## config.mk

```make
export PLATFORM = sky130hd
export DESIGN_NAME = stage_mult_arbiter
export DESIGN_NICKNAME = d
export VERILOG_FILES = /design/src/rtl/stage_mult_arbiter.sv
export SDC_FILE = /design/constraint.sdc
export NUM_CORES = 1
export LEC_CHECK = 0
export BUFFER_PORTS_ARGS = -buffer_cell sky130_fd_sc_hd__buf_2
export CAP_MARGIN = 0
export CORE_AREA = 5 5 348 350
export DETAILED_ROUTE_END_ITERATION = 8
export DIE_AREA = 0 0 353 355
export GPL_TIMING_DRIVEN = 0
export PLACE_DENSITY = 0.41
export SLEW_MARGIN = 20
export SYNTH_ARGS = -nofsm -noshare
export SYNTH_HDL_FRONTEND = slang
export SYNTH_SLANG_ARGS = --single-unit
```

## constraint.sdc

```tcl
create_clock -name clock -period 2.4 [get_ports clock]
set_clock_uncertainty 0.05 [all_clocks]
set_input_delay 0.48 -clock clock [delete_from_list [all_inputs] [get_ports clock]]
set_output_delay 0.48 -clock clock [all_outputs]
set_load 0.02 [all_outputs]
```

## src/rtl/stage_mult_arbiter.sv

```systemverilog
// stage_mult_arbiter
//   Shares one stage_mult (four-lane complex multiply, sum of products,
//   fixed LATENCY) between two requesters. Round-robin with a bounded burst
//   length decides who drives the multiplier each cycle. A tag delay line
//   follows each beat through the multiplier so that every 64-bit result is
//   returned to the requester that issued it. Strobe/tag disagreements are
//   latched into sticky error flags.
//
// Ports
//   clock, reset          single clock, synchronous active-high reset
//   enable                high allows new grants; in-flight beats always drain
//   reqN_valid/reqN_ready beat handshake per requester (ready is combinational)
//   reqN_x, reqN_y        operands X0..X7 / Y0..Y7, X0 at [15:0]
//   mult_x, mult_y        registered operands towards stage_mult
//   mult_strobe           registered input strobe towards stage_mult
//   mult_enable           registered, equals ~reset
//   mult_sum              stage_mult result (I [63:32], Q [31:0])
//   mult_out_strobe       stage_mult output strobe
//   res_sum               registered result shared by both requesters
//   resN_strobe           one-cycle strobe: res_sum belongs to requester N
//   err_orphan            sticky: result strobe with no tag at the head
//   err_missing           sticky: tag at the head with no result strobe
module stage_mult_arbiter #(
  parameter int LATENCY   = 5,
  parameter int MAX_BURST = 4
) (
  input  logic         clock,
  input  logic         reset,
  input  logic         enable,
  input  logic         req0_valid,
  input  logic         req1_valid,
  output logic         req0_ready,
  output logic         req1_ready,
  input  logic [127:0] req0_x,
  input  logic [127:0] req0_y,
  input  logic [127:0] req1_x,
  input  logic [127:0] req1_y,
  output logic [127:0] mult_x,
  output logic [127:0] mult_y,
  output logic         mult_strobe,
  output logic         mult_enable,
  input  logic [63:0]  mult_sum,
  input  logic         mult_out_strobe,
  output logic [63:0]  res_sum,
  output logic         res0_strobe,
  output logic         res1_strobe,
  output logic         err_orphan,
  output logic         err_missing
);

  localparam int BW = (MAX_BURST < 1) ? 1 : $clog2(MAX_BURST + 1);
  localparam logic [BW-1:0] BURST_MAX  = BW'(MAX_BURST);
  localparam logic [BW-1:0] BURST_ONE  = BW'(1);
  localparam logic [BW-1:0] BURST_ZERO = BW'(0);

  // Issue stage (this is also the entry point of the tag line)
  logic [127:0]        r_mult_x;
  logic [127:0]        r_mult_y;
  logic                r_mult_strobe;
  logic                r_mult_id;
  logic                r_mult_enable;

  // Arbitration state
  logic                r_owner;
  logic [BW-1:0]       r_burst_cnt;

  // Tag line; together with the issue register it spans the multiplier's
  // LATENCY so the head lines up with mult_out_strobe
  logic [LATENCY-1:0]  r_tag_valid;
  logic [LATENCY-1:0]  r_tag_id;

  // Result and error registers
  logic [63:0]         r_res_sum;
  logic                r_res0_strobe;
  logic                r_res1_strobe;
  logic                r_err_orphan;
  logic                r_err_missing;

  logic                w_grant0;
  logic                w_grant1;
  logic                w_grant;
  logic                w_grant_id;
  logic [127:0]        w_sel_x;
  logic [127:0]        w_sel_y;
  logic                w_head_valid;
  logic                w_head_id;

  // Grant decision: round-robin with bounded burst, blocked by enable/reset
  always_comb begin
    w_grant0 = 1'b0;
    w_grant1 = 1'b0;
    if (enable && !reset) begin
      case ({req1_valid, req0_valid})
        2'b01: w_grant0 = 1'b1;
        2'b10: w_grant1 = 1'b1;
        2'b11: begin
          // Owner keeps the grant until it has used up its burst
          if (r_burst_cnt < BURST_MAX) begin
            w_grant0 = ~r_owner;
            w_grant1 = r_owner;
          end else begin
            w_grant0 = r_owner;
            w_grant1 = ~r_owner;
          end
        end
        default: begin
          w_grant0 = 1'b0;
          w_grant1 = 1'b0;
        end
      endcase
    end else begin
      w_grant0 = 1'b0;
      w_grant1 = 1'b0;
    end
  end

  assign w_grant    = w_grant0 | w_grant1;
  assign w_grant_id = w_grant1;

  // Operand select for the granted requester
  always_comb begin
    w_sel_x = req0_x;
    w_sel_y = req0_y;
    if (w_grant1) begin
      w_sel_x = req1_x;
      w_sel_y = req1_y;
    end else begin
      w_sel_x = req0_x;
      w_sel_y = req0_y;
    end
  end

  assign w_head_valid = r_tag_valid[LATENCY-1];
  assign w_head_id    = r_tag_id[LATENCY-1];

  // Issue stage: operands, strobe and owner id of the beat entering the multiplier
  always_ff @(posedge clock) begin
    if (reset) begin
      r_mult_x      <= 128'd0;
      r_mult_y      <= 128'd0;
      r_mult_strobe <= 1'b0;
      r_mult_id     <= 1'b0;
      r_mult_enable <= 1'b0;
    end else begin
      r_mult_enable <= 1'b1;
      r_mult_strobe <= w_grant;
      if (w_grant) begin
        r_mult_x  <= w_sel_x;
        r_mult_y  <= w_sel_y;
        r_mult_id <= w_grant_id;
      end else begin
        r_mult_x  <= r_mult_x;
        r_mult_y  <= r_mult_y;
        r_mult_id <= 1'b0;
      end
    end
  end

  // Arbitration state: owner and consecutive-beat counter
  always_ff @(posedge clock) begin
    if (reset) begin
      r_owner     <= 1'b0;
      r_burst_cnt <= BURST_ZERO;
    end else if (w_grant) begin
      if (w_grant_id == r_owner) begin
        if (r_burst_cnt != BURST_MAX) begin
          r_burst_cnt <= r_burst_cnt + BURST_ONE;
        end else begin
          r_burst_cnt <= r_burst_cnt;
        end
      end else begin
        r_owner     <= w_grant_id;
        r_burst_cnt <= BURST_ONE;
      end
    end else begin
      // Any idle cycle ends the burst; the owner is remembered
      r_burst_cnt <= BURST_ZERO;
    end
  end

  // Tag line: shifts every cycle so in-flight beats drain regardless of enable
  always_ff @(posedge clock) begin
    if (reset) begin
      r_tag_valid <= {LATENCY{1'b0}};
      r_tag_id    <= {LATENCY{1'b0}};
    end else begin
      r_tag_valid[0] <= r_mult_strobe;
      r_tag_id[0]    <= r_mult_id;
      for (int i = 1; i < LATENCY; i++) begin
        r_tag_valid[i] <= r_tag_valid[i-1];
        r_tag_id[i]    <= r_tag_id[i-1];
      end
    end
  end

  // Result return: route the multiplier output to the owner of the head tag
  always_ff @(posedge clock) begin
    if (reset) begin
      r_res_sum     <= 64'd0;
      r_res0_strobe <= 1'b0;
      r_res1_strobe <= 1'b0;
    end else begin
      r_res0_strobe <= mult_out_strobe & w_head_valid & ~w_head_id;
      r_res1_strobe <= mult_out_strobe & w_head_valid & w_head_id;
      if (mult_out_strobe && w_head_valid) begin
        r_res_sum <= mult_sum;
      end else begin
        r_res_sum <= r_res_sum;
      end
    end
  end

  // Sticky mismatch flags between the tag head and the multiplier strobe
  always_ff @(posedge clock) begin
    if (reset) begin
      r_err_orphan  <= 1'b0;
      r_err_missing <= 1'b0;
    end else begin
      r_err_orphan  <= r_err_orphan  | (mult_out_strobe & ~w_head_valid);
      r_err_missing <= r_err_missing | (w_head_valid & ~mult_out_strobe);
    end
  end

  assign req0_ready  = w_grant0;
  assign req1_ready  = w_grant1;
  assign mult_x      = r_mult_x;
  assign mult_y      = r_mult_y;
  assign mult_strobe = r_mult_strobe;
  assign mult_enable = r_mult_enable;
  assign res_sum     = r_res_sum;
  assign res0_strobe = r_res0_strobe;
  assign res1_strobe = r_res1_strobe;
  assign err_orphan  = r_err_orphan;
  assign err_missing = r_err_missing;

endmodule
```

==> out/qor.yml <==
sta:
  worst_slack_ps: -35.5
  finalHoldViolCount: 0
  rsz0062_at_grt: "true"
  hold_slack_ps: 66.2
  setup_viol: 1
  layout_min_cycle_time_ps: 2440
  finalMaxSlewViolations: 0
  fmax_mhz: 411
  relSlewSlack: 0.403
  period_share: 1.01
  worst_pin_slew_ps: 895
global_routing:
  grt_overflow: 0
  grt_antenna_before_repair: 58
  first_global_vias: 17284
  grt_pass1_wl_microns: 136000
  track_usage: 0.151
  grt_max_degree: 14
pwr:
  ir_worst_vdd_uv: 462
  leakage_nw: 10.7
  powerDensity_nw_per_um2: 670
layout:
  stdcell_count: 4332
  final_cell_mix: "940 x buf_2, 386 x nand2_1, 340 x a21oi_1"
  multi_input_area_sq_um: 6800
  drive_gt1_frac: 0.471
  final_area_sq_um: 22900
  syn2layout_area_growth_pct: 58.1
  fin_nets: 3329
  fillers: 13535
  register_area_sq_um: 6830
  final_common_cell: "buf_2"
detailed_routing:
  met1_length_microns: 41900
  drc_errors: 0
  wl_per_cell_microns: 23.2
  top_layer: "met5"
  drtIter0Drc: 1000
  via_per_inst: 3.91
  first_pass_iters: 5
  met2_length_microns: 48500
  wl_met3_microns: 7260
  routed_wl_microns: 100000
  vias: 16945
  ant_nets: 0
worst_setup_path:
  crit_family: "buffers and inverters"
  start_kind: "register"
  regToRegStartpoint: "r_owner"
  required_ps: 1870
  cp_common_cell: "buf_12"
  r2r_end: "mult_x[30]"
  crit_fanout: 5
  cpPeakStageDelay_ps: 360
  crit_path_top_delay_cell: "dfxtp_4"
  path_buf_inv: 4
  cp.arrival_ps: 1910
  reg2reg_setup_slack_ps: 80
  crit_type: "register to primary output"
  path_cells: "xnor2_4 -> a211o_1 -> buf_12 -> inv_16 -> buf_12 -> buf_8"
  critical_path_cell_count: 6
  crit_path_end_kind: "primary output"
  r2r_cells: 9
clock_network:
  worstSkewPairLatency_ps: 600
  cts.clk_slew.worst_paths_ps: 60
  clock_path_buffers: 3
  cts.sinks: 341
  cts-root-buf: "clkbuf_16"
  cts_buffers: 43
  cts_tree: "built"
  cts_max_level: 2
floorplan:
  die_h_microns: 355
  die_area_sq_um: 125000
  core-area_sq_um: 117000
  std_cell_rows: 126
  start_util: 0.123
  die_x_microns: 353
  pin_count: 910
synth:
  synth_seq_area_share: 0.471
  syn_nets: 2351
  ys_warn_count: 0
  synth.area.mux_share: 0.000691
  synth_compound_area_frac: 0.348
  synth_xor_area_frac: 0.00181
  synth.distinct_cells: 27
  synthAdderAreaFrac: 0.00173
  synth.cell_area_sq_um: 14500
  synth_top_family_by_area: "compound AO/OA/AOI/OAI gates"
  ys_ff_latch: 341
  synthCells: 1767
  synth_simple_gate_area_frac: 0.109
  syn_avg_cell_area_sq_um: 8.20
status:
  violations: "negative setup slack"
  outcome: "complete, but fails checks"
placement:
  placed_area_sq_um: 21000
  dpl.hpwl_microns: 83100
  gp_congestion: 0.904
  dp.cells: 4212
  pre_cts_ws_ps: -1100
  numPortBuffers: 908
worst_hold_path:
  hold_path_class: "input port to register"
  min_to: "res_sum[36]"
  hold_depth: 3
  hold_path_startpoint: "mult_sum[36]"
flow_run:
  drv_cap: 0
==> per-stage QoR <==
stage	total power [mW]	util	TNS [ps]
6_report	15.3	0.195	-35.5
5_1_grt	16.0	0.195	-113
4_1_cts	15.6	0.194	-94.6
3_5_place_dp	8.77	0.179	-128760
3_3_place_gp	8.77	0.178	-297420
2_1_floorplan	7.39	-	0
==> registers in the layout (all words and copies together), names as in the netlist <==
name and cells:
r_burst_cnt 3, err_orphan 1, err_missing 1, res_sum 64
r_mult_id 1, mult_enable 1, mult_y 128, res0_strobe 1
mult_strobe 1, r_tag_id 5, mult_x 128, r_owner 1
r_tag_valid 5, res1_strobe 1
==> cell usage after synthesis, drive strengths merged <==
cell    count  area [sq um]
inv         9          38.8
o211a       1          10.0
nor2b      11          68.8
buf        65           577
nor3        4          20.0
nand2     386          1450
a21oi     578          3720
o21a        1          7.51
xnor2       3          26.3
nand2b      1          6.26
nand3b      1          7.51
o21ai     258          1290
ha          2          25.0
mux2i       1          10.0
nor2        4          15.0
clkbuf     99           372
a211o       1          8.76
and3        1          6.26
dfxtp     341          6830
==> final cells by class <==
| cell class | count | area share |
|---|---|---|
| tap | 1536 | 0.0839 |
| inverter | 9 | 0.00219 |
| multi-input combinational | 1253 | 0.297 |
| clock inverter | 14 | 0.00809 |
| timing repair buffer | 933 | 0.210 |
| sequential | 341 | 0.298 |
| clock buffer | 60 | 0.0541 |
| antenna | 22 | 0.00240 |
| buffer | 164 | 0.0444 |
==> routing by layer <==
layer  GRT usage  up-vias
li1            -     8047
met1       0.185     8006
met2       0.263      726
met3      0.0434      148
met4      0.0366       18
met5           0        -
==> worst register-to-register path, stage by stage (launching register included) <==
cell and delay, ps:
dfxtp_4 360, xnor2_4 250, a211o_1 210, buf_12 180, inv_16 60, buf_4 170
buf_12 170, buf_6 170, a21oi_2 430, a21oi_1 130
==> logic make-up (layout without fill, tap and decap cells) <==
| logic type | after synthesis | after routing |
|---|---|---|
| AOI/OAI and AO/OA | 839 | 839 |
| and+or+nand+nor | 408 | 408 |
| DFF | 341 | 341 |
| buffers and inverters | 173 | 1180 |
| xor gates and xnor gates | 3 | 3 |
| adders and majority gates | 2 | 2 |
| muxes | 1 | 1 |
| other | 0 | 22 |
==> repair_timing <==
action / CTS / global route
endpoints found under the setup margin: 244 / 35
pin swaps: 2 / 0
hold buffers: 16 / 0
gates resized for setup: 52 / 17
buffers inserted: 8 / 0
endpoints found under the hold margin: 16 / 0
==> how the worst max path moves through the flow <==
stage	from	end	slack, ps
floorplan	reset	req1_ready	410
global placement	req1_valid	mult_x[30]	-1660
detailed placement	reset	mult_x[21]	-1100
CTS	r_owner	req1_ready	-90
global route	r_owner	req1_ready	-110
finish	r_owner	req1_ready	-40
==> where the power goes <==
part / leakage [nW] / total (mW) / internal (mW) / switching [mW]
logic: 7.16 / 2.58 / 0.924 / 1.65
clock network: 0.704 / 6.67 / 3.84 / 2.83
registers: 2.79 / 6.10 / 5.95 / 0.151
total: 10.7 / 15.3 / 10.7 / 4.63
Power figures use the tool's default switching activity.
